File: config.mk
export PLATFORM = sky130hd
export DESIGN_NAME = ldst_unit
export DESIGN_NICKNAME = d
export VERILOG_FILES = /design/src/rtl/ldst_unit_pkg.sv /design/src/rtl/ldst_timer.sv /design/src/rtl/ldst_unit.sv
export SDC_FILE = /design/constraint.sdc
export NUM_CORES = 1
export LEC_CHECK = 0
export ABC_AREA = 1
export CORE_ASPECT_RATIO = 0.7
export CORE_UTILIZATION = 30
export DETAILED_ROUTE_END_ITERATION = 8
export GPL_TIMING_DRIVEN = 0
export PLACE_DENSITY = 0.63
export SYNTH_ARGS = -nofsm -noshare
export SYNTH_HDL_FRONTEND = slang
export SYNTH_HIERARCHICAL = 1
export SYNTH_SLANG_ARGS = --single-unit
File: constraint.sdc
create_clock -name clk -period 1.67 [get_ports clk]
set_clock_uncertainty 0.1 [all_clocks]
set_input_delay 0.334 -clock clk [delete_from_list [all_inputs] [get_ports clk]]
set_output_delay 0.334 -clock clk [all_outputs]
set_load 0.05 [all_outputs]
File: src/rtl/ldst_unit_pkg.sv
// Shared definitions for the load/store unit: FSM encoding and default parameters.
package ldst_unit_pkg;

  typedef enum logic [1:0] {
    ST_IDLE   = 2'd0,
    ST_ACCESS = 2'd1,
    ST_DONE   = 2'd2,
    ST_ERR    = 2'd3
  } state_e;

  localparam int DEF_DW      = 8;
  localparam int DEF_AW      = 8;
  localparam int DEF_MAXLEN  = 4;
  localparam int DEF_TIMEOUT = 15;

endpackage

File: src/rtl/ldst_timer.sv
// Per-beat watchdog: counts ack-less cycles and flags the last one before timeout.
module ldst_timer #(
  parameter int TIMEOUT = 15
) (
  input  logic clk,
  input  logic rst,
  input  logic clr,
  input  logic en,
  output logic expired
);

  localparam int TW = $clog2(TIMEOUT + 1);

  logic [TW-1:0] count;

  always_ff @(posedge clk) begin
    if (rst || clr) begin
      count <= '0;
    end else if (en) begin
      count <= count + 1'b1;
    end
  end

  // High in the cycle whose edge would bring the count up to TIMEOUT.
  assign expired = (count == TW'(TIMEOUT - 1));

endmodule

File: src/rtl/ldst_unit.sv
// Burst load/store engine between the core request port and an acked external bus.
module ldst_unit
  import ldst_unit_pkg::*;
#(
  parameter int DW      = DEF_DW,
  parameter int AW      = DEF_AW,
  parameter int MAXLEN  = DEF_MAXLEN,
  parameter int TIMEOUT = DEF_TIMEOUT,
  localparam int LW     = (MAXLEN > 1) ? $clog2(MAXLEN) : 1
) (
  input  logic          clk,
  input  logic          rst,
  input  logic          Req_i,
  input  logic          Wr_i,
  input  logic [AW-1:0] Addr_i,
  input  logic [LW-1:0] Len_i,
  input  logic [DW-1:0] WData_i,
  output logic          Busy_o,
  output logic [DW-1:0] RData_o,
  output logic          RValid_o,
  output logic          Done_o,
  output logic          Err_o,
  output logic          RDRequest_o,
  output logic          WRRequest_o,
  output logic [AW-1:0] ExternAddr_o,
  output logic [DW-1:0] ExternVal_o,
  input  logic [DW-1:0] ExternVal_i,
  input  logic          ExternAck_i
);

  state_e        state;
  logic          wr_q;
  logic [LW-1:0] len_q;
  logic [LW-1:0] beat_q;
  logic          tmr_clr;
  logic          tmr_en;
  logic          tmr_expired;

  function automatic logic [LW-1:0] clamp_len(input logic [LW-1:0] len);
    if (int'(len) >= MAXLEN) return LW'(MAXLEN - 1);
    return len;
  endfunction

  assign tmr_en  = (state == ST_ACCESS);
  assign tmr_clr = (state != ST_ACCESS) || ExternAck_i;

  ldst_timer #(.TIMEOUT(TIMEOUT)) u_timer (
    .clk     (clk),
    .rst     (rst),
    .clr     (tmr_clr),
    .en      (tmr_en),
    .expired (tmr_expired)
  );

  // Write data flows straight through so each beat can present fresh data without a bubble.
  assign ExternVal_o = WRRequest_o ? WData_i : '0;

  always_ff @(posedge clk) begin
    if (rst) begin
      state        <= ST_IDLE;
      Busy_o       <= 1'b0;
      RValid_o     <= 1'b0;
      Done_o       <= 1'b0;
      Err_o        <= 1'b0;
      RDRequest_o  <= 1'b0;
      WRRequest_o  <= 1'b0;
      ExternAddr_o <= '0;
      RData_o      <= '0;
      wr_q         <= 1'b0;
      len_q        <= '0;
      beat_q       <= '0;
    end else begin
      RValid_o <= 1'b0;
      Done_o   <= 1'b0;
      Err_o    <= 1'b0;
      case (state)
        ST_IDLE: begin
          if (Req_i) begin
            state        <= ST_ACCESS;
            Busy_o       <= 1'b1;
            wr_q         <= Wr_i;
            len_q        <= clamp_len(Len_i);
            beat_q       <= '0;
            ExternAddr_o <= Addr_i;
            RDRequest_o  <= ~Wr_i;
            WRRequest_o  <= Wr_i;
          end
        end
        ST_ACCESS: begin
          // An ack in the timeout cycle still completes the beat.
          if (ExternAck_i) begin
            if (!wr_q) begin
              RData_o  <= ExternVal_i;
              RValid_o <= 1'b1;
            end
            if (beat_q == len_q) begin
              state       <= ST_DONE;
              RDRequest_o <= 1'b0;
              WRRequest_o <= 1'b0;
              Done_o      <= 1'b1;
            end else begin
              beat_q       <= beat_q + 1'b1;
              ExternAddr_o <= ExternAddr_o + 1'b1;
            end
          end else if (tmr_expired) begin
            state       <= ST_ERR;
            RDRequest_o <= 1'b0;
            WRRequest_o <= 1'b0;
            Done_o      <= 1'b1;
            Err_o       <= 1'b1;
          end
        end
        ST_DONE, ST_ERR: begin
          state  <= ST_IDLE;
          Busy_o <= 1'b0;
        end
        default: begin
          state  <= ST_IDLE;
          Busy_o <= 1'b0;
        end
      endcase
    end
  end

endmodule
==> results of run 1 <==
## layout make-up
type                       count  area [sq um]
fill                         512          2610
inverter                      30           120
buffer                         6          41.3
sequential                    33           662
tap                           69          86.3
timing repair buffer          60           534
clock inverter                 1          30.0
multi-input combinational    167           796
clock buffer                   7          86.3
## cells in the mapped netlist (all sizes together)
| cell | number | area share (%) |
|---|---|---|
| dfxtp | 33 | 41 |
| buf | 3 | 1.5 |
| nand3 | 17 | 5.9 |
| and3 | 1 | 0.39 |
| o21ai | 24 | 7.4 |
| nand2 | 59 | 15 |
| clkbuf | 3 | 0.78 |
| nor3 | 2 | 0.62 |
| or2 | 1 | 0.39 |
| ha | 3 | 2.3 |
| and2 | 1 | 0.39 |
| nand4 | 2 | 0.78 |
| nor2 | 44 | 12 |
| a21oi | 12 | 3.7 |
| nand3b | 1 | 0.47 |
| inv | 30 | 7.4 |
## state kept, by name, indices dropped and copies added (netlist names)
| signal | cells |
|---|---|
| Busy_o | 1 |
| Done_o | 1 |
| Err_o | 1 |
| ExternAddr_o | 8 |
| RDRequest_o | 1 |
| RData_o | 8 |
| RValid_o | 1 |
| WRRequest_o | 1 |
| beat_q | 2 |
| len_q | 2 |
| state | 2 |
| u_timer/count | 4 |
| wr_q | 1 |
## worst max path at each step
stage	endpoint	slack (ns)	start	cells past startpoint
after floorplan	ExternAddr_o[6]$_SDFFE_PP0P_	0.06	ExternAddr_o[0]$_SDFFE_PP0P_	6
after global placement	ExternVal_o[6]	-0.47	WData_i[6]	4
after detailed placement	ExternVal_o[6]	-0.47	WData_i[6]	4
after CTS	ExternAddr_o[2]	0.01	ExternAddr_o[2]$_SDFFE_PP0P_	1
after global routing	ExternAddr_o[7]	0.002	ExternAddr_o[7]$_SDFFE_PP0P_	1
final	ExternAddr_o[7]	0.04	ExternAddr_o[7]$_SDFFE_PP0P_	1
## cells by family (layout without fill, tap and decap cells)
logic type | after synthesis | count (layout) | share of synthesized area [%]
and+or+nand+nor | 128 | 128 | 35.8
DFF | 33 | 33 | 41.0
buffers and inverters | 36 | 104 | 9.70
AOI/OAI and AO/OA | 36 | 36 | 11.2
adders and majority gates | 3 | 3 | 2.33
## routing by layer
| metal | share of wire, % | track usage, % |
|---|---|---|
| met5 | 0 | 0 |
| met4 | 0.63 | 2.98 |
| met3 | 7.9 | 5.50 |
| met2 | 39 | 22.6 |
| met1 | 52 | 21.0 |
## where the power goes
| part | switching [mW] | total, mW | internal (mW) |
|---|---|---|---|
| clock | 0.289 | 0.776 | 0.486 |
| combinational | 0.494 | 0.737 | 0.244 |
| sequential | 0.0549 | 0.917 | 0.862 |
## through the flow
| stage | TNS [ns] | cell area [sq um] | hold slack, ns | instances |
|---|---|---|---|---|
| global placement | -8.02 | 2300 | 0.354 | 365 |
| floorplan | 0 | 1610 | 0.344 | 236 |
| global route | 0 | 2360 | 0.385 | 373 |
| detailed placement | -7.94 | 2300 | 0.358 | 365 |
| finish | 0 | 2360 | 0.358 | 373 |
| CTS | 0 | 2350 | 0.365 | 373 |
==> reports/summary.md, run 1 <==
* status: complete, no violations
* number of vias per cell after detailed routing: 4.40
* worst path bufs/invs: 1
* timing-limited maximum frequency: 0.612 GHz
* number of vias after detailed routing: 1,643
* growth of design area from synthesis to finish: 46.1%
* slowest stage delay, CP: 0.55 ns
* transition at the pin with the smallest max-transition slack: 0.518 ns
* clock tree from TritonCTS: done
* number of maximum-capacitance violations: 0
* critical-path maximum fanout: 4
* part of the cycle the worst path needs: 97.8%
* total count of max-transition violations in the final report: 0
* critical register-to-register path startpoint: u_timer/count[0]$_SDFFE_PP0P_
* Ports: 61
* path category of the worst min-delay check: register to register
* hold-critical path depth: 2
* headroom to the max-slew limit: 65.6%
* Cell Chain, Critical Path: dlygate4sd2_1
* final total power: 2.43 mW
* DRT Wirelength: 3.99 mm
* sequential area share after synthesis: 41.0%
* Lkg Pwr: 1.15 nW
* syn_nets: 270
* power per cell area: 1030 nW/um^2
* average footprint of a synthesized cell: 6.83 sq um
* time the final worst path needs with I/O delays and setup: 1.63 ns
* fin worst setup slack: 0.0373 ns
* RSZ-0062 raised after global routing: false
* wire length of the first global-routing pass: 6.76 mm
* netlist area before placement: 1610 sq um
* gpl congestion: 0.783
* Initial Util: 32.5%
* total gr overflow: 0
* endpoint required time on the critical path: 1.24 ns
* Gates resized, CTS repair: 65
* Max VDD drop: 0.615 mV
* hold path startpoint: RDRequest_o$_SDFFE_PP0P_
* Total GRT Usage: 15.2%
* die width: 89.6 microns
* path depth of the worst reg2reg path: 8
* slowest stage cell on the critical path: sky130_fd_sc_hd__dlygate4sd2_1
* leading cell type in the layout, fill and taps excluded: sky130_fd_sc_hd__nand2_1
* post-route DRC violation count: 0
* number of buffers created by CTS: 5
* critical path's top delay family: buffers and inverters
* Detailed Routing Iterations Pass 1: 4
* number of antenna violations at the first check in global routing: 0
* Warnings, synthesis: 6
* number of sinks handled by clock tree synthesis: 33
* via count of the first global-routing pass: 1,558
* commonest non-fill, non-tap cells in the layout: sky130_fd_sc_hd__nand2_1, sky130_fd_sc_hd__nor2_1, sky130_fd_sc_hd__dfxtp_1
* number of port buffers: 60
* number of instances in the synthesized netlist: 236
* latest clock arrival within the worst-skew pair: 0.28 ns
* number of hold violations in the final report: 0
* worst setup slack before clock tree synthesis: -0.471 ns
* n_diodes: 0
* data arrival time of the critical path: 1.20 ns
* number of endpoints failing setup at the final stage: 0
* level count of the clock H-tree: 2
* Critical Path Sink Type: primary output
* Iter 0 DRT Violations: 46
* Reg-to-Reg End: Done_o$_SDFF_PP0_
* clock transition at the registers of the reported paths: 0.07 ns
* dpl hpwl: 2.98 mm
* Core Footprint: 4970 sq um
* R2R Setup Slk: 0.20 ns
* kind of launch point of the worst setup path: register
* ratio of cells with drive above 1 in the final layout: 13.8%
* type of the setup path with the least slack: register to primary output
* post-layout util: 47.4%
* number of setup buffers added after CTS: 0
* synthesized flop and latch total: 33
* floorplan die area: 5680 sq um
* Die Y-Extent: 63.3 microns
* number of buffers between clock root and the deepest sink: 2
* hold endpoint: RDRequest_o$_SDFFE_PP0P_
* number of hold buffers added after CTS: 0
* Antenna Nets Post-Route: 0
* largest net degree at the start of global routing: 16
* average wire length per cell after detail routing: 10.7 microns
* buffer type at the clock tree root: sky130_fd_sc_hd__clkbuf_8
* distinct cell type count after synthesis: 27
* final net count: 337
* std cell rows: 21
No activity file was read; power rests on OpenSTA's default activity.
==> run 2: changes to the inputs <==
Settings changed: CORE_MARGIN set to 10.
==> reports/summary.md, run 2 (synthesized netlist as in run 1, its figures left out) <==
* largest net degree at the start of global routing: 16
* data arrival time of the critical path: 1.18 ns
* DP Cell Count: 368
* n_diodes: 0
* fin worst setup slack: 0.0523 ns
* DRT Wirelength: 4.56 mm
* number of hold violations in the final report: 0
* number of maximum-capacitance violations: 0
* Total GRT Usage: 10.9%
* timing-limited maximum frequency: 0.618 GHz
* number of endpoints failing setup at the final stage: 0
* gpl congestion: 0.845
* die width: 108 microns
* number of setup buffers added after CTS: 0
* dpl hpwl: 3.58 mm
* number of buffers created by CTS: 5
* Iter 0 DRT Violations: 81
* critical-path maximum fanout: 4
* average wire length per cell after detail routing: 12.1 microns
* number of vias per cell after detailed routing: 4.32
* total net switching power: 0.855 mW
* headroom to the max-slew limit: 65.1%
* clock transition at the registers of the reported paths: 0.07 ns
* slowest stage delay, CP: 0.52 ns
* critical path's top delay family: buffers and inverters
* critical register-to-register path startpoint: u_timer/count[0]$_SDFFE_PP0P_
* Final TNS setup: 0 ns
* Initial Util: 30.8%
* final-layout fill cell count: 566
* number of antenna violations at the first check in global routing: 0
* portion of total power attributed to sequential cells: 37.5%
* number of buffers between clock root and the deepest sink: 2
* status: complete, no violations
* biggest registers after layout: ExternAddr_o (8), RData_o (8), u_timer/count (4)
* number of hold buffers added after CTS: 0
* power per cell area: 1040 nW/um^2
* Cell Chain, Critical Path: clkdlybuf4s15_1
* final net count: 337
* hold endpoint: RDRequest_o$_SDFFE_PP0P_
* level count of the clock H-tree: 2
* via count of the first global-routing pass: 1,699
* Max VDD drop: 0.513 mV
* time the final worst path needs with I/O delays and setup: 1.62 ns
* hold-critical path depth: 2
* Die Y-Extent: 81.3 microns
* commonest non-fill, non-tap cells in the layout: sky130_fd_sc_hd__nand2_1, sky130_fd_sc_hd__nor2_1, sky130_fd_sc_hd__dfxtp_1
* clock tree from TritonCTS: done
* growth of design area from synthesis to finish: 46.5%
* post-layout instance count excluding filler cells: 376
* Critical Path Sink Type: primary output
* post-route DRC violation count: 0
* relative contribution of the clock network to total power: 32.0%
* worst path bufs/invs: 1
* final total power: 2.45 mW
* Gates resized, CTS repair: 67
* total count of max-transition violations in the final report: 0
* endpoint required time on the critical path: 1.24 ns
* type of the setup path with the least slack: register to primary output
* relative contribution of combinational cells to total power: 30.5%
* total gr overflow: 0
* Ports: 61
* buffer type at the clock tree root: sky130_fd_sc_hd__clkbuf_8
* path category of the worst min-delay check: register to register
* Core Footprint: 5230 sq um
* floorplan die area: 8760 sq um
* RSZ-0062 raised after global routing: false
* kind of launch point of the worst setup path: register
* transition at the pin with the smallest max-transition slack: 0.525 ns
* path depth of the worst reg2reg path: 8
* Sw Ratio: 34.9%
* Internal Power: 1.59 mW
* R2R Setup Slk: 0.18 ns
* wire length of the first global-routing pass: 7.82 mm
* part of the cycle the worst path needs: 96.9%
* ratio of cells with drive above 1 in the final layout: 14.1%
* latest clock arrival within the worst-skew pair: 0.28 ns
* Detailed Routing Iterations Pass 1: 4
* number of sinks handled by clock tree synthesis: 33
* hold path startpoint: RDRequest_o$_SDFFE_PP0P_
* std cell rows: 22
* Antenna Nets Post-Route: 0
* Lkg Pwr: 1.14 nW
* worst setup slack before clock tree synthesis: -0.480 ns
* Reg-to-Reg End: Done_o$_SDFF_PP0_
* slowest stage cell on the critical path: sky130_fd_sc_hd__clkdlybuf4s15_1
* leading cell type in the layout, fill and taps excluded: sky130_fd_sc_hd__nand2_1
* number of port buffers: 60
* post-placement cell area: 2300 sq um
* number of vias after detailed routing: 1,623
* Design Area, Final: 2360 sq um
## run 2: cell types whose count changed in the layout (fill, tap and decap cells not counted), sizes merged
| cell | before | now |
|---|---|---|
| clkdlybuf4s15 | 1 | 3 |
| buf | 5 | 6 |
| clkinvlp | 0 | 1 |
| dlygate4sd2 | 17 | 15 |
| clkbuf | 20 | 18 |
## run 2: area by class of cell
type                    instances  area [sq um]  area share, %
multi-input cells             167           796           33.7
flip-flops and latches         33           662           28.0
repair buffers                 60           534           22.6
inverters                      30           120           5.08
well taps                      72          90.1           3.81
clock buffers                   6          82.6           3.49
plain buffers                   6          41.3           1.75
clock inverters                 2          37.5           1.59
## run 2: worst max path at each step
stage	start	cells after the start	to
global route	ExternAddr_o[3]$_SDFFE_PP0P_	1	ExternAddr_o[3]
detailed placement	WData_i[6]	4	ExternVal_o[6]
floorplan	ExternAddr_o[0]$_SDFFE_PP0P_	6	ExternAddr_o[6]$_SDFFE_PP0P_
finish	ExternAddr_o[3]$_SDFFE_PP0P_	1	ExternAddr_o[3]
global placement	WData_i[3]	4	ExternVal_o[3]
CTS	ExternAddr_o[0]$_SDFFE_PP0P_	1	ExternAddr_o[0]
## run 2: worst register-to-register path: cells and delay by family (launching register included)
kind,cells,cell delay (ns)
fa+ha+maj,1,0.19
simple gates,6,0.63
buf+inv,1,0.07
flops,1,0.41
## run 2: metal layers
| layer | share of wire (%) | GRT usage, % | vias up |
|---|---|---|---|
| li1 | - | - | 876 |
| met1 | 51 | 13.8 | 698 |
| met2 | 40 | 16.2 | 47 |
| met3 | 9.0 | 5.30 | 2 |
| met4 | 0.28 | 2.39 | 0 |
| met5 | 0 | 0 | - |
## run 2: power groups by stage
stage	clock [mW]	combinational (mW)	sequential, mW
finish	0.783	0.746	0.918
global route	0.856	0.827	0.931
CTS	0.815	0.752	0.917
detailed placement	0	0.792	0.936
global placement	0	0.790	0.933
floorplan	0	0.330	1.12
## run 2: through the flow
step	hold slack [ns]	utilization [%]
finish	0.359	45.2
global route	0.415	45.2
CTS	0.368	45.2
detailed placement	0.360	44.1
global placement	0.354	44.1
floorplan	0.344	-
